File: src/rtl/mem_pkg.sv
// Shared types and defaults for the register-file access controller.
// Included ahead of every file that imports mem_pkg.
package mem_pkg;

  typedef enum logic [1:0] {
    IDLE  = 2'd0,
    WRITE = 2'd1,
    READ  = 2'd2,
    DONE  = 2'd3
  } state_t;

  localparam logic OP_READ  = 1'b0;
  localparam logic OP_WRITE = 1'b1;

  localparam int DEFAULT_WIDTH = 8;
  localparam int DEFAULT_DEPTH = 8;

endpackage

File: src/rtl/lat_counter.sv
// Access latency down-counter: loaded with LAT-1 on entry to WRITE/READ, last at zero.
// Latency: last reflects the registered count; no backpressure.
module lat_counter #(
  parameter int CNT_W = 1
) (
  input  logic             clk,
  input  logic             rst_n,
  input  logic             load,
  input  logic [CNT_W-1:0] load_val,
  output logic             last
);

  logic [CNT_W-1:0] cnt;

  always_ff @(posedge clk or negedge rst_n) begin
    if (!rst_n) begin
      cnt <= '0;
    end else if (load) begin
      cnt <= load_val;
    end else if (cnt != '0) begin
      cnt <= cnt - 1'b1;
    end
  end

  assign last = (cnt == '0);

endmodule

File: src/rtl/mem_access_fsm.sv
// Register-file access controller: one access in flight, WR_LAT/RD_LAT strobes, then a valid pulse.
// Latency: LAT+1 cycles per access (1 for an out-of-range address); ready low while an access runs.
module mem_access_fsm
  import mem_pkg::*;
#(
  parameter int WIDTH  = DEFAULT_WIDTH,
  parameter int DEPTH  = DEFAULT_DEPTH,
  parameter int ADDR_W = (DEPTH > 1) ? $clog2(DEPTH) : 1,
  parameter int WR_LAT = 1,
  parameter int RD_LAT = 1
) (
  input  logic              clk,
  input  logic              rst_n,
  input  logic              sel,
  input  logic              op,
  input  logic [ADDR_W-1:0] addr,
  input  logic [WIDTH-1:0]  wdata,
  output logic              ready,
  output logic              valid,
  output logic              rw,
  output logic              err,
  output logic [WIDTH-1:0]  rdata,
  output logic [ADDR_W-1:0] mem_addr,
  output logic [WIDTH-1:0]  mem_wdata,
  output logic              mem_we,
  output logic              mem_oe,
  input  logic [WIDTH-1:0]  mem_rdata
);

  localparam int MAX_LAT = (WR_LAT > RD_LAT) ? WR_LAT : RD_LAT;
  localparam int CNT_W   = (MAX_LAT > 1) ? $clog2(MAX_LAT) : 1;

  state_t           state;
  logic             accept;
  logic             addr_bad;
  logic             lat_load;
  logic             lat_last;
  logic [CNT_W-1:0] lat_val;

  assign accept   = sel & ready;
  // DEPTH need not be a power of two, so in-range is a real compare.
  assign addr_bad = (32'(addr) >= DEPTH);
  assign lat_load = accept & ~addr_bad;
  assign lat_val  = (op == OP_WRITE) ? CNT_W'(WR_LAT - 1) : CNT_W'(RD_LAT - 1);

  lat_counter #(
    .CNT_W(CNT_W)
  ) u_lat_counter (
    .clk      (clk),
    .rst_n    (rst_n),
    .load     (lat_load),
    .load_val (lat_val),
    .last     (lat_last)
  );

  always_ff @(posedge clk or negedge rst_n) begin
    if (!rst_n) begin
      state     <= IDLE;
      ready     <= 1'b1;
      valid     <= 1'b0;
      rw        <= 1'b0;
      err       <= 1'b0;
      mem_we    <= 1'b0;
      mem_oe    <= 1'b0;
      rdata     <= '0;
      mem_addr  <= '0;
      mem_wdata <= '0;
    end else begin
      valid <= 1'b0;
      rw    <= 1'b0;
      err   <= 1'b0;
      unique case (state)
        IDLE, DONE: begin
          if (accept) begin
            if (addr_bad) begin
              // Out-of-range: complete immediately without touching the array.
              state <= DONE;
              valid <= 1'b1;
              err   <= 1'b1;
              rw    <= op;
            end else begin
              mem_addr  <= addr;
              mem_wdata <= wdata;
              ready     <= 1'b0;
              if (op == OP_WRITE) begin
                state  <= WRITE;
                mem_we <= 1'b1;
              end else begin
                state  <= READ;
                mem_oe <= 1'b1;
              end
            end
          end else begin
            state <= IDLE;
          end
        end
        WRITE: begin
          if (lat_last) begin
            state  <= DONE;
            mem_we <= 1'b0;
            ready  <= 1'b1;
            valid  <= 1'b1;
            rw     <= OP_WRITE;
          end
        end
        READ: begin
          if (lat_last) begin
            state  <= DONE;
            mem_oe <= 1'b0;
            ready  <= 1'b1;
            valid  <= 1'b1;
            rw     <= OP_READ;
            rdata  <= mem_rdata;
          end
        end
        default: state <= IDLE;
      endcase
    end
  end

endmodule

File: config.mk
export PLATFORM = sky130hd
export DESIGN_NAME = mem_access_fsm
export DESIGN_NICKNAME = d
export VERILOG_FILES = /design/src/rtl/mem_pkg.sv /design/src/rtl/lat_counter.sv /design/src/rtl/mem_access_fsm.sv
export SDC_FILE = /design/constraint.sdc
export NUM_CORES = 1
export LEC_CHECK = 0
export ABC_AREA = 1
export CAP_MARGIN = 15
export CORE_UTILIZATION = 40
export CTS_CLUSTER_SIZE = 16
export DETAILED_ROUTE_END_ITERATION = 10
export GPL_TIMING_DRIVEN = 0
export PLACE_DENSITY = 0.79
export SLEW_MARGIN = 20
export SYNTH_ARGS = -nofsm -noshare
export SYNTH_HDL_FRONTEND = slang
export SYNTH_SLANG_ARGS = --single-unit
File: constraint.sdc
create_clock -name clk -period 3.7 [get_ports clk]
set_clock_uncertainty 0.05 [all_clocks]
set_input_delay 0.74 -clock clk [delete_from_list [all_inputs] [get_ports clk]]
set_output_delay 0.74 -clock clk [all_outputs]
set_load 0.02 [all_outputs]
==> results.cfg <==
[run_status]
status = finished clean

[final_layout]
diodes = 0
mostFrequentLayoutCell = clkdlybuf4s50_1
final_area_sq_um = 1640
area_growth_pct = 46.5
layout-drive-gt1-share = 0.133
regArea_sq_um = 652
multi_input_area_sq_um = 354
num-fill-cells = 228
mostFrequentLayoutCells = clkdlybuf4s50_1, nand2_1, dfrtp_1
stdcell_count = 195
final_nets = 192

[drt]
dr.pass1.iters = 4
routedWlPerCell_um = 11.5
ant_nets = 0
first_iter_violations = 8
wl_um = 2240
vias = 895
vias_per_cell = 4.59
drc = 0

[power]
switchingPower_mw = 0.616
ir_drop_v = 0.000557
seqPwrFrac = 0.343
p_leak_nw = 0.822
power_density_nw_per_um2 = 902
clkPwrFrac = 0.085
comb_power_share = 0.572
internal_power_mw = 0.858
sw_frac_of_total = 0.418

[logic_synthesis]
netlist_area_sq_um = 1120
avgSynthCellArea_sq_um = 9.70
synth-warning-count = 0
synth_top_area_frac = 0.561
synth_cell_type_count = 14
synthCells = 115
synth_area_leaders = dfrtp_1, nand2_1, o21ai_2, inv_1, ha_1
yosysSeqAreaShare = 0.584
yosysTopAreaCell = dfrtp_1
syn_nets = 141
synth_seq_cells = 26

[job]
maxCapViolCount = 0

[clock_network]
clk_path_buf_depth = 2
cts_tree = yes
clk-insertion-delay-late_ns = 0.31
root_buffer = clkbuf_4
cts_buffers = 3
htree_num_levels = 1
clkSinkCount = 26
postCtsHoldBufs = 0
cts_resized = 0
path_clk_slew_ns = 0.14
post_cts.repair.setup_buffers = 0

[placed_design]
dp.cells = 191
placed_area_sq_um = 1610
place_hpwl_um = 1690
port_buffers = 46
pre_cts_ws_ns = 1.74
place_congestion = 0.690

[min_path]
hp-class = in -> async

[global_route]
grt_pass1_vias = 846
grt_max_degree = 27
grt_pass1_wl_um = 3540
grt_usage = 0.169
antenna_found_initial = 0
grt.overflow.total = 0

[sta]
rsz0062_at_grt = no
setup_ws_ns = 1.38
finalMaxSlewViolations = 0
worst_slew_pin_slew_ns = 0.568
slew_headroom = 0.621
holdWs_ns = 0.343
setup_viol = 0
finalCritPeriodShare = 0.626
finalSetupTns_ns = 0
fmax_mhz = 432
min_period_ns = 2.32
finalHoldViolCount = 0

[die]
fp.dieH_um = 54.8
floorplan.initialDensity = 0.435
placementRows = 18
die_w_um = 54.8
die-area_sq_um = 3010
core_area_sq_um = 2570
io_pins = 48

[setup_path]
critPathMaxStageDelay_ns = 0.61
critical_path.slowest_cell = clkdlybuf4s50_1
crit_chain = clkdlybuf4s50_1
crit_family = buffers and inverters
cp_data_arrival_time_ns = 1.53
critical_path_required_ns = 2.91
critPathCaptureType = primary output
regToRegSetupSlack_ns = 2.28
startpoint_type = flip-flop
cp_max_fo = 4
r2r_cells = 6
crit_type = reg -> out
critPathBufInv = 1
crit_cells = 1
## synth_stat cells, drive strengths merged
master	number
ha	3
nand3	3
nand4	2
dfrtp	25
dfstp	1
buf	5
inv	18
nand2	43
conb	1
o21ai	14
## power by group through the flow
stage	Combinational [mW]	Clock [mW]	Sequential (mW)
after floorplan	0.341	0	0.665
after global placement	0.827	0	0.507
after detailed placement	0.857	0	0.514
after CTS	0.860	0.129	0.508
after global routing	0.918	0.143	0.526
final	0.843	0.126	0.506
## cell type report
class	count	area share
flip-flops and latches	26	0.399
plain buffers	5	0.0260
repair buffers	46	0.279
inverters	18	0.0413
multi-input cells	66	0.217
clock buffers	4	0.0161
well taps	30	0.0230
## metrics by stage
| step | power, mW | utilization |
|---|---|---|
| 2_1_floorplan | 1.01 | - |
| 4_1_cts | 1.50 | 0.637 |
| 3_3_place_gp | 1.33 | 0.629 |
| 6_report | 1.47 | 0.637 |
| 5_1_grt | 1.59 | 0.637 |
| 3_5_place_dp | 1.37 | 0.627 |
## worst paths after layout
check | endpoint | from
min in group clk | rdata[3] | rdata[3]
max | ready | ready
max in group asynchronous | rdata[0] | rst_n
min | rw | rst_n
min reg2reg | rdata[3] | rdata[3]
max reg2reg | mem_wdata[5] | state[0]
## logic make-up after synthesis
kind of cell / share of synthesized area
buffers and inverters: 0.0986
other: 0.00336
and+or+nand+nor: 0.180
DFF: 0.584
adders and majority gates: 0.0336
AOI/OAI and AO/OA: 0.0998
## flip-flops by register name (all words and copies together), names as in the netlist
register   flops
mem_oe         1
state          2
mem_addr       3
valid          1
mem_wdata      8
rw             1
ready          1
rdata          8
mem_we         1
## layer usage
layer,up-vias,GRT usage,wire length (um)
li1,447,-,-
met1,413,0.194,971
met2,35,0.301,1110
met3,0,0.0361,161
met4,0,0.0641,0
met5,-,0,0
(Power assumes the default switching activity.)
